[src/rtl/alu_pkg.sv]
// Shared op codes, FSM states and flag bit positions
// for the multi-cycle ALU.
package alu_pkg;

    localparam logic [3:0] OP_ADD  = 4'b0000;
    localparam logic [3:0] OP_SUB  = 4'b0001;
    localparam logic [3:0] OP_NOT  = 4'b0010;
    localparam logic [3:0] OP_AND  = 4'b0011;
    localparam logic [3:0] OP_OR   = 4'b0100;
    localparam logic [3:0] OP_XOR  = 4'b0101;
    localparam logic [3:0] OP_SLT  = 4'b0110;
    localparam logic [3:0] OP_EQ   = 4'b0111;
    localparam logic [3:0] OP_SLTU = 4'b1000;
    localparam logic [3:0] OP_MUL  = 4'b1001;
    localparam logic [3:0] OP_SHL  = 4'b1010;
    localparam logic [3:0] OP_SHR  = 4'b1011;

    typedef enum logic [1:0] {
        IDLE = 2'd0,
        MUL  = 2'd1,
        DONE = 2'd2
    } state_e;

    localparam int F_N = 3;
    localparam int F_Z = 2;
    localparam int F_C = 1;
    localparam int F_V = 0;

endpackage

[src/rtl/alu_mul_iter.sv]
// Shift-add multiplier, one bit of b per cycle, LSB first.
// done/product are valid combinationally on the last iteration edge.
module alu_mul_iter #(
    parameter int WIDTH = 4
) (
    input  logic               clk,
    input  logic               rst_n,
    input  logic               start,
    input  logic [WIDTH-1:0]   a,
    input  logic [WIDTH-1:0]   b,
    output logic               busy,
    output logic               done,
    output logic [2*WIDTH-1:0] product
);

    localparam int CW = $clog2(WIDTH + 1);
    localparam logic [CW-1:0] LAST = CW'(WIDTH - 1);

    logic [2*WIDTH-1:0] acc_q, acc_d;
    logic [2*WIDTH-1:0] mcand_q, mcand_d;
    logic [WIDTH-1:0]   mplier_q, mplier_d;
    logic [CW-1:0]      cnt_q, cnt_d;
    logic               busy_q, busy_d;

    always_comb begin
        acc_d    = acc_q;
        mcand_d  = mcand_q;
        mplier_d = mplier_q;
        cnt_d    = cnt_q;
        busy_d   = busy_q;
        if (start) begin
            acc_d    = '0;
            mcand_d  = {{WIDTH{1'b0}}, a};
            mplier_d = b;
            cnt_d    = '0;
            busy_d   = 1'b1;
        end else if (busy_q) begin
            acc_d    = acc_q + (mplier_q[0] ? mcand_q : '0);
            mcand_d  = mcand_q << 1;
            mplier_d = mplier_q >> 1;
            cnt_d    = cnt_q + 1'b1;
            if (cnt_q == LAST) busy_d = 1'b0;
        end
    end

    always_ff @(posedge clk) begin
        if (!rst_n) begin
            acc_q    <= '0;
            mcand_q  <= '0;
            mplier_q <= '0;
            cnt_q    <= '0;
            busy_q   <= 1'b0;
        end else begin
            acc_q    <= acc_d;
            mcand_q  <= mcand_d;
            mplier_q <= mplier_d;
            cnt_q    <= cnt_d;
            busy_q   <= busy_d;
        end
    end

    assign busy    = busy_q;
    assign done    = busy_q && (cnt_q == LAST);
    assign product = acc_d;

endmodule

[src/rtl/alu_mc.sv]
// Multi-cycle ALU: single-cycle ops, iterative multiply,
// registered result/flags behind a valid/ready handshake.
module alu_mc
    import alu_pkg::*;
#(
    parameter int WIDTH  = 4,
    parameter bit MUL_EN = 1'b1
) (
    input  logic             clk,
    input  logic             rst_n,
    input  logic             in_valid,
    output logic             in_ready,
    input  logic [WIDTH-1:0] a,
    input  logic [WIDTH-1:0] b,
    input  logic [3:0]       op,
    output logic             out_valid,
    input  logic             out_ready,
    output logic [WIDTH-1:0] result,
    output logic [3:0]       flags,
    output logic             illegal
);

    state_e           state_q, state_d;
    logic [WIDTH-1:0] result_q, result_d;
    logic [3:0]       flags_q, flags_d;
    logic             illegal_q, illegal_d;

    logic             accept, is_mul;
    logic             mul_busy, mul_done;
    logic [2*WIDTH-1:0] mul_prod;

    logic [WIDTH:0]   sum, diff;
    logic [WIDTH-1:0] alu_res, nres;
    logic             alu_c, alu_v, alu_ill;
    logic             nc, nv, load;

    assign accept = in_valid && (state_q == IDLE);
    assign is_mul = (op == OP_MUL) && MUL_EN;

    if (MUL_EN) begin : g_mul
        alu_mul_iter #(.WIDTH(WIDTH)) u_mul (
            .clk     (clk),
            .rst_n   (rst_n),
            .start   (accept && is_mul),
            .a       (a),
            .b       (b),
            .busy    (mul_busy),
            .done    (mul_done),
            .product (mul_prod)
        );
    end else begin : g_nomul
        assign mul_busy = 1'b0;
        assign mul_done = 1'b0;
        assign mul_prod = '0;
    end

    always_comb begin
        alu_res = '0;
        alu_c   = 1'b0;
        alu_v   = 1'b0;
        alu_ill = 1'b0;
        sum     = {1'b0, a} + {1'b0, b};
        diff    = {1'b0, a} - {1'b0, b};
        unique case (op)
            OP_ADD: begin
                alu_res = sum[WIDTH-1:0];
                alu_c   = sum[WIDTH];
                alu_v   = (a[WIDTH-1] == b[WIDTH-1]) &&
                          (sum[WIDTH-1] != a[WIDTH-1]);
            end
            OP_SUB: begin
                alu_res = diff[WIDTH-1:0];
                alu_c   = diff[WIDTH];
                alu_v   = (a[WIDTH-1] != b[WIDTH-1]) &&
                          (diff[WIDTH-1] != a[WIDTH-1]);
            end
            OP_NOT:  alu_res = ~a;
            OP_AND:  alu_res = a & b;
            OP_OR:   alu_res = a | b;
            OP_XOR:  alu_res = a ^ b;
            OP_SLT:  alu_res = WIDTH'($signed(a) < $signed(b));
            OP_EQ:   alu_res = WIDTH'(a == b);
            OP_SLTU: alu_res = WIDTH'(a < b);
            OP_MUL:  alu_ill = !MUL_EN;
            OP_SHL:  alu_res = (32'(b) >= WIDTH) ? '0 : a << b;
            OP_SHR:  alu_res = (32'(b) >= WIDTH) ? '0 : a >> b;
            default: alu_ill = 1'b1;
        endcase
    end

    always_comb begin
        state_d   = state_q;
        result_d  = result_q;
        flags_d   = flags_q;
        illegal_d = illegal_q;
        load      = 1'b0;
        nres      = '0;
        nc        = 1'b0;
        nv        = 1'b0;
        unique case (state_q)
            IDLE: begin
                if (in_valid && is_mul) begin
                    state_d = MUL;
                end else if (in_valid) begin
                    state_d   = DONE;
                    load      = 1'b1;
                    nres      = alu_res;
                    nc        = alu_c;
                    nv        = alu_v;
                    illegal_d = alu_ill;
                end
            end
            MUL: begin
                if (mul_busy && mul_done) begin
                    state_d   = DONE;
                    load      = 1'b1;
                    nres      = mul_prod[WIDTH-1:0];
                    nv        = |mul_prod[2*WIDTH-1:WIDTH];
                    illegal_d = 1'b0;
                end
            end
            DONE: begin
                if (out_ready) state_d = IDLE;
            end
            default: state_d = IDLE;
        endcase
        if (load) begin
            result_d     = nres;
            flags_d[F_N] = nres[WIDTH-1];
            flags_d[F_Z] = ~|nres;
            flags_d[F_C] = nc;
            flags_d[F_V] = nv;
        end
    end

    always_ff @(posedge clk) begin
        if (!rst_n) begin
            state_q   <= IDLE;
            result_q  <= '0;
            flags_q   <= '0;
            illegal_q <= 1'b0;
        end else begin
            state_q   <= state_d;
            result_q  <= result_d;
            flags_q   <= flags_d;
            illegal_q <= illegal_d;
        end
    end

    assign in_ready  = (state_q == IDLE);
    assign out_valid = (state_q == DONE);
    assign result    = result_q;
    assign flags     = flags_q;
    assign illegal   = illegal_q;

endmodule
[config.mk]
export PLATFORM = sky130hd
export DESIGN_NAME = alu_mc
export DESIGN_NICKNAME = d
export VERILOG_FILES = /design/src/rtl/alu_pkg.sv /design/src/rtl/alu_mul_iter.sv /design/src/rtl/alu_mc.sv
export SDC_FILE = /design/constraint.sdc
export NUM_CORES = 1
export LEC_CHECK = 0
export CELL_PAD_IN_SITES_DETAIL_PLACEMENT = 1
export CELL_PAD_IN_SITES_GLOBAL_PLACEMENT = 1
export CORE_ASPECT_RATIO = 1.2
export CORE_MARGIN = 2
export CORE_UTILIZATION = 39
export CTS_CLUSTER_SIZE = 40
export DETAILED_ROUTE_END_ITERATION = 8
export HOLD_SLACK_MARGIN = 0.08
export PLACE_DENSITY_LB_ADDON = 0.1
export SYNTH_ARGS = -nofsm -noshare
export SYNTH_HDL_FRONTEND = slang
export SYNTH_SLANG_ARGS = --single-unit
[constraint.sdc]
create_clock -name clk -period 2.5 [get_ports clk]
set_input_delay 0.375 -clock clk [delete_from_list [all_inputs] [get_ports clk]]
set_output_delay 0.375 -clock clk [all_outputs]
set_load 0.01 [all_outputs]
Word level (Yosys, flattened, before mapping)
Cells that the tools add are included.
- input port bits: 16
- register bits after elaboration: 35
- logic and storage cells: 106
- output and inout port bits: 11
- order comparisons: 3
- reductions and logical operators: 18
- equal/unequal tests: 24
- bitwise logic cells: 5
- muxes and demuxes: 40
- shifts and indexed selects: 2
- $add $sub $neg: 4
- operator list (operator ; count):
    4-bit case mux with 11 select lines ; 1
    4-bit 2-to-1 mux ; 9
    8-bit 2-to-1 mux ; 3
    4-bit by 3-bit equality test with 1-bit output, second input constant ; 4
    4-bit equality test, second input constant ; 4
    1-bit 2-to-1 mux ; 16
    12-bit OR reduction ; 1
    1-bit case mux with 2 select lines ; 5
    8-bit adder ; 1
    4-bit by 2-bit equality test with 1-bit output, second input constant ; 2
    4-bit < comparator ; 2
    2-bit 2-to-1 mux ; 4
    4-bit case mux with 2 select lines ; 1
    4-bit OR reduction ; 2
    1-bit logical AND ; 7
    2-bit inequality test, second input constant ; 3
    2-bit case mux with 3 select lines ; 1
    4-bit by 4-bit adder with 5-bit output ; 1
    4-bit by 4-bit subtractor with 5-bit output ; 1
    4-bit AND ; 1
    4-bit by 1-bit equality test with 1-bit output, second input constant ; 1
    4-bit equality test ; 1
    4-bit by 3-bit >= comparator with 1-bit output, second input constant ; 1
    4-bit zero test ; 1
    other kinds (20) ; 23

Longest topological paths before layout
Gate-level depths: netlist of run 1.
- word-level depth: 8
- gate-level depth with buffers: 11
- gate-level depth less buffers: 11

Modules after synthesis
A second synthesis of run 1 with hierarchy kept.
- cells, all modules: 374
- area total of the unflattened synthesis: 2927.8 um2
- by module, submodules not included (module ; sequential area each (um2) ; instances ; area each (um2) ; cells each):
    alu_mul_iter ; 480.5 ; 1 ; 1520.2 ; 184
    alu_mc ; 200.2 ; 1 ; 1407.6 ; 190

Least setup slack after synthesis of run 1
OpenSTA, ideal clock, no wires.
- path type: reg-to-reg
- from: reg g_mul.u_mul.mplier_q[0]
- to: reg flags_q[0], in the netlist flags[0]
- period minus slack after synthesis: 2.357 ns
- buffers on the path: 0
- cell stages (with the launch flop): 11
- required time: 2.383 ns
- setup time: 0.117 ns
- setup slack: 0.143 ns
- arrival time: 2.239 ns
- cells stage by stage: dfxtp_1 > and2_1 > ha_1 > fa_1 > a211oi_1 > nor2_1 > or2_2 > o22ai_1 > a21o_1 > o211ai_1 > a32o_1
- cells in the longest elaborated chain, start to end: 7
- ends and longest elaborated chain (what ; line ; text):
    start: declaration ; alu_mul_iter.sv:21 ; logic [WIDTH-1:0] mplier_q, mplier_d;
    start signal: assignment ; alu_mul_iter.sv:56 ; mplier_q <= mplier_d;
    8-bit 2-to-1 mux ; alu_mul_iter.sv:38 ; acc_d = acc_q + (mplier_q[0] ? mcand_q : '0);
    8-bit adder ; alu_mul_iter.sv:38 ;
    8-bit 2-to-1 mux ; alu_mul_iter.sv:37 ; end else if (busy_q) begin
    8-bit 2-to-1 mux ; alu_mul_iter.sv:31 ; if (start) begin
    4-bit OR reduction ; alu_mc.sv:118 ; nv = |mul_prod[2*WIDTH-1:WIDTH];
    1-bit 2-to-1 mux ; alu_mc.sv:114 ; if (mul_busy && mul_done) begin
    1-bit case mux with 2 select lines ; alu_mc.sv:100 ; unique case (state_q)
    end signal: assignment ; alu_mc.sv:145 ; flags_q <= flags_d;
    end: declaration ; alu_mc.sv:25 ; logic [3:0] flags_q, flags_d;
No other way between the ends.
A chain may end at the register's enable or synchronous reset.

Worst setup path in the final report of run 1
- from: in b[3]
- to: reg flags_q[2], in the netlist flags[2]
- cells in the longest elaborated chain, start to end: 8
- elaborated cells between the ends (all ways): 19
- classes of those cells: add/sub: 2; order compare: 3; eq/ne: 1; shift: 2; mux: 6; bitwise: 3; reduce/logical: 2
- ends and longest elaborated chain (what ; line ; text):
    start: declaration ; alu_mc.sv:14 ; input logic [WIDTH-1:0] b,
    4-bit by 3-bit >= comparator with 1-bit output, or another cell as far along ; alu_mc.sv:85, alu_mc.sv:86 ;
    4-bit 2-to-1 mux (on tied branches) ; alu_mc.sv:86, alu_mc.sv:85 ;
    4-bit case mux with 11 select lines (*) ; alu_mc.sv:64 ; unique case (op)
    4-bit 2-to-1 mux (*) ; alu_mc.sv:104 ; end else if (in_valid) begin
    4-bit 2-to-1 mux (*) ; alu_mc.sv:102 ; if (in_valid && is_mul) begin
    4-bit case mux with 2 select lines (*) ; alu_mc.sv:100 ;
    4-bit OR reduction (*) ; alu_mc.sv:130 ; flags_d[F_Z] = ~|nres;
    1-bit zero test (*) ; alu_mc.sv:130 ;
Mark *: on every way between the ends. The rest lies on a longest branch, timed or not.

==> out/results.txt, run 1 <==
In this run the tool buffered the top-level ports with 26 buffer cells. The most used flip-flop cell after synthesis is sky130_fd_sc_hd__dfxtp_1. For this run, the number of standard cells in the final layout without fillers is 489. For the part of the power in combinational logic, the log shows 23.6%. Half-perimeter wire length of the detailed placement result: 6.59 mm. The CTS H-tree depth was 2; the weighted congestion at the end of routability-driven global placement was 0.896. The commonest non-fill, non-tap cell in the layout was sky130_fd_sc_hd__buf_4. The min-delay analysis places its worst path in the category register to register.

The final layout contains 441 nets. The final count of pins violating max slew was 0. The summed instance area of the synthesized netlist was 2760 um2; the count of flip-flops with a built-in enable after synthesis was 0.

The core region is 6850 um2. The top cell types in the final layout, fill and taps aside, are 53 x sky130_fd_sc_hd__buf_4, 39 x sky130_fd_sc_hd__nor2_1, 33 x sky130_fd_sc_hd__dfxtp_1. Counting flops and latches in the post-synthesis netlist gives 34. The first routing iteration left 99 violations. After routing the design area is 3680 um2. The first global-routing pass estimated 13.4 mm of wire. Of the synthesized area, sequential elements account for 24.7%. For the maximum vdd drop, the log shows 0.233 mV. The final layout contains routed wiring with a total length of 8.54 mm. The power density relative to cell area is 424 nW/um2, and the maximum clock path buffer count is 2. In the final routed layout, each cell accounts on average for 17.5 um.

The worst endpoint required time was 2.73 ns; the overflow left after global routing was 0. The total negative slack for setup checks came out at 0 ns. The total of endpoints with negative setup slack in the final report is 0, and the number of vias per cell after detailed routing is 5.40. Along the worst path, the maximum fanout reaches 4.

The logs give 66.8% for the worst max-slew margin expressed relative to the limit and 27 for the count of boundary I/O pins. The flow ran to the end, and the final reports show no timing, DRC or antenna violations. After detailed routing, the number of remaining DRC violations is 0. For the maximum clock skew at final layout, the log shows 0.00214 ns. The floorplan has 33 rows.

The logs give 40.3% for the effective utilization at floorplan and 0.000398 W for the net switching component of the power. In the synthesized netlist the async set-or-reset flop fraction comes to 0%. Relative to the synthesized area, the layout overhead comes to 33.4%.

Before antenna repair, the detailed router went through 4 iterations. The run gives 1.65 nW as the static leakage. The cell total after placement was 478; the width of the chip was 80.8 um.

The die covers 7770 um2. For the clock group share of total power, the log shows 40.2%. TritonCTS built the clock tree. The share of total power in sequential cells was 36.2%; the count of max-cap constraint violations was 0. The post-synth net total is 374, and the post-route total power is 0.00156 W. At the pin with the least slew margin, the transition time is 0.496 ns. Counting every instance in the synthesized netlist gives 334.

Measured along the y axis, the die boundary spans 96.2 um. The count of inserted antenna diode cells came out at 0. The run gives 59 as the number of distinct library cells after synthesis.

The mean cell area of the mapped netlist works out to 8.26 um2. Initial antenna violation count: 0. After detailed placement, the total cell area comes to 3420 um2. The slowest stage of the critical path is the sky130_fd_sc_hd__clkdlybuf4s50_1 cell. The overall track demand over capacity in global routing is 22.6%. In this run switching power makes up 25.5% of total power. On the worst path, the slowest cell contributes a delay of 0.48 ns. The internal power consumption came out at 0.00116 W. Detailed routing inserted a total of 2642 vias.

The shortest period the worst path allows was 2.42 ns; the total of hold buffers inserted after clock tree synthesis was 0. The share of layout cells above drive strength 1 works out to 22.1%. In this run the remaining antenna-violating nets after routing total 0.

The period utilization is 96.8%, and the clock-pin slew on the worst setup and hold paths is 0.07 ns. The logs give 0 for the final count of hold timing violations and 34 for the total number of clock tree sinks. The biggest area contributor in the post-synthesis netlist is sky130_fd_sc_hd__dfxtp_1. After synthesis, the cell types taking the most area are sky130_fd_sc_hd__dfxtp_1 25%, sky130_fd_sc_hd__ha_1 9.5%, sky130_fd_sc_hd__mux2i_1 7.3%, sky130_fd_sc_hd__nor2_1 5.3%, sky130_fd_sc_hd__nand2_1 3.3%.

Via count of the first global-routing pass: 2730. Walking the worst path, the cells encountered are clkdlybuf4s50_1 > inv_1 > ha_1 > and3_1 > a211oi_1 > o22ai_1 > o41ai_2 > nand2_1 > o31ai_1 > and2_1. On the critical path the largest part of the delay comes from compound AO/OA/AOI/OAI gates. STA classifies the critical path startpoint as a primary input. At the worst endpoint, the arrival time is 2.65 ns. The kind of critical path was primary input to register. Setup repair after global routing could not meet its margin everywhere.

The later pin in the worst-skew pair is clocked with a latency of 0.28 ns. Together, buffers and inverters on the worst path number 2. The Yosys step of the flow raised 0 warnings. The number of clock buffers added by TritonCTS is 5.

The tools report the maximum clock rate as 413 MHz. Capturing element type of the critical path: a register. In this run the biggest area consumer among cell types represents 24.7% of the synthesized area. Entering global routing, the biggest net connects 34 pins.

The buffer type at the clock tree root was sky130_fd_sc_hd__clkbuf_8.
-- area by class of cell --
class / instances / area, um2
inverter: 16 / 60.1
clock buffer: 6 / 82.6
fill: 828 / 3170
tap: 87 / 109
timing repair buffer: 81 / 688
multi-input combinational: 263 / 2000
clock inverter: 2 / 60.1
sequential: 34 / 682
-- cells in the mapped netlist, types with 3 or more instances --
library cell	instances
sky130_fd_sc_hd__nor2_1	39
sky130_fd_sc_hd__dfxtp_1	34
sky130_fd_sc_hd__nand2_1	24
sky130_fd_sc_hd__ha_1	21
sky130_fd_sc_hd__mux2i_1	20
sky130_fd_sc_hd__inv_1	16
sky130_fd_sc_hd__a21oi_1	13
sky130_fd_sc_hd__and2_1	13
sky130_fd_sc_hd__nor2b_1	13
sky130_fd_sc_hd__clkbuf_1	11
sky130_fd_sc_hd__nand2b_1	9
sky130_fd_sc_hd__nand3_1	8
sky130_fd_sc_hd__o211a_1	8
sky130_fd_sc_hd__buf_2	7
sky130_fd_sc_hd__xnor2_1	7
sky130_fd_sc_hd__o21ai_0	6
sky130_fd_sc_hd__a32oi_1	5
sky130_fd_sc_hd__o22ai_1	5
sky130_fd_sc_hd__xor2_1	5
sky130_fd_sc_hd__a211oi_1	4
sky130_fd_sc_hd__a21boi_0	4
sky130_fd_sc_hd__a21o_1	4
sky130_fd_sc_hd__o2bb2ai_1	4
sky130_fd_sc_hd__fa_1	3
sky130_fd_sc_hd__o211ai_1	3
sky130_fd_sc_hd__o32ai_1	3
-- through the flow --
stage	worst slack [ns]	hold WS (ns)	utilization [%]
6_report	0.0804	0.486	53.7
5_1_grt	-0.0548	0.522	53.7
4_1_cts	0.0120	0.489	52.2
3_5_place_dp	-0.314	0.479	49.9
3_3_place_gp	-0.249	0.467	49.9
2_1_floorplan	0.143	0.456	-
-- registers in the layout, summed over array words and instances, names as in the netlist --
| name | flops |
|---|---|
| state_q | 2 |
| flags | 3 |
| g_mul.u_mul.acc_q | 8 |
| g_mul.u_mul.busy | 1 |
| g_mul.u_mul.mcand_q | 8 |
| result | 4 |
| g_mul.u_mul.cnt_q | 3 |
| g_mul.u_mul.mplier_q | 4 |
| illegal | 1 |
-- worst paths after layout --
kind	slack [ns]	depth (start not counted)	from	endpoint
setup / recovery	0.08	10	b[3]	flags[2]$_SDFFE_PN0P_
hold / removal	0.49	2	g_mul.u_mul.cnt_q[2]$_SDFFE_PP0P_	g_mul.u_mul.cnt_q[2]$_SDFFE_PP0P_
setup reg to reg	0.11	10	g_mul.u_mul.mplier_q[0]$_SDFFE_PN0P_	flags[0]$_SDFFE_PN0P_
hold reg to reg	0.49	2	g_mul.u_mul.cnt_q[2]$_SDFFE_PP0P_	g_mul.u_mul.cnt_q[2]$_SDFFE_PP0P_
-- tightest hold or removal path: stages, from the launching register on --
cell and delay (ns):
sky130_fd_sc_hd__dfxtp_1 0.31, sky130_fd_sc_hd__nor2_1 0.08, sky130_fd_sc_hd__a211oi_1 0.05
-- what timing repair did --
action,4_1_cts,5_1_grt
pin swaps,1,11
resized for setup,4,20
buffers inserted,0,3
setup endpoints to repair,2,3
-- power groups by stage --
stage                     registers, W  clock network (W)  logic, W
after floorplan               0.000578                  0  0.000177
after global routing          0.000566           0.000669  0.000401
final                         0.000565           0.000628  0.000368
after global placement        0.000577                  0  0.000348
after CTS                     0.000565           0.000644  0.000355
after detailed placement      0.000578                  0  0.000353
-- cells by family after synthesis --
kind of cell,Yosys count,share of synthesized area [%]
XOR/XNOR,12,3.81
buffers and inverters,37,5.76
AO/OA/AOI/OAI,84,23.9
flip-flops,34,24.7
adder cells (fa/ha/maj),24,11.7
multiplexers,22,8.07
AND/OR/NAND/NOR,121,22.1
-- metal layers --
| layer | track usage (%) | up-vias | wire, um |
|---|---|---|---|
| met4 | 7.34 | 0 | 215 |
| li1 | - | 1324 | - |
| met2 | 42.9 | 36 | 4620 |
| met3 | 2.44 | 14 | 131 |
| met1 | 26.0 | 1268 | 3570 |
| met5 | 0 | - | 0 |
No activity file was read; power rests on OpenSTA's default activity.
==> run 2: changes to the inputs <==
CAP_MARGIN = 20   (was not set)
==> results of run 2 <==
Final layout, timing and power as in run 1 (identical DEF).
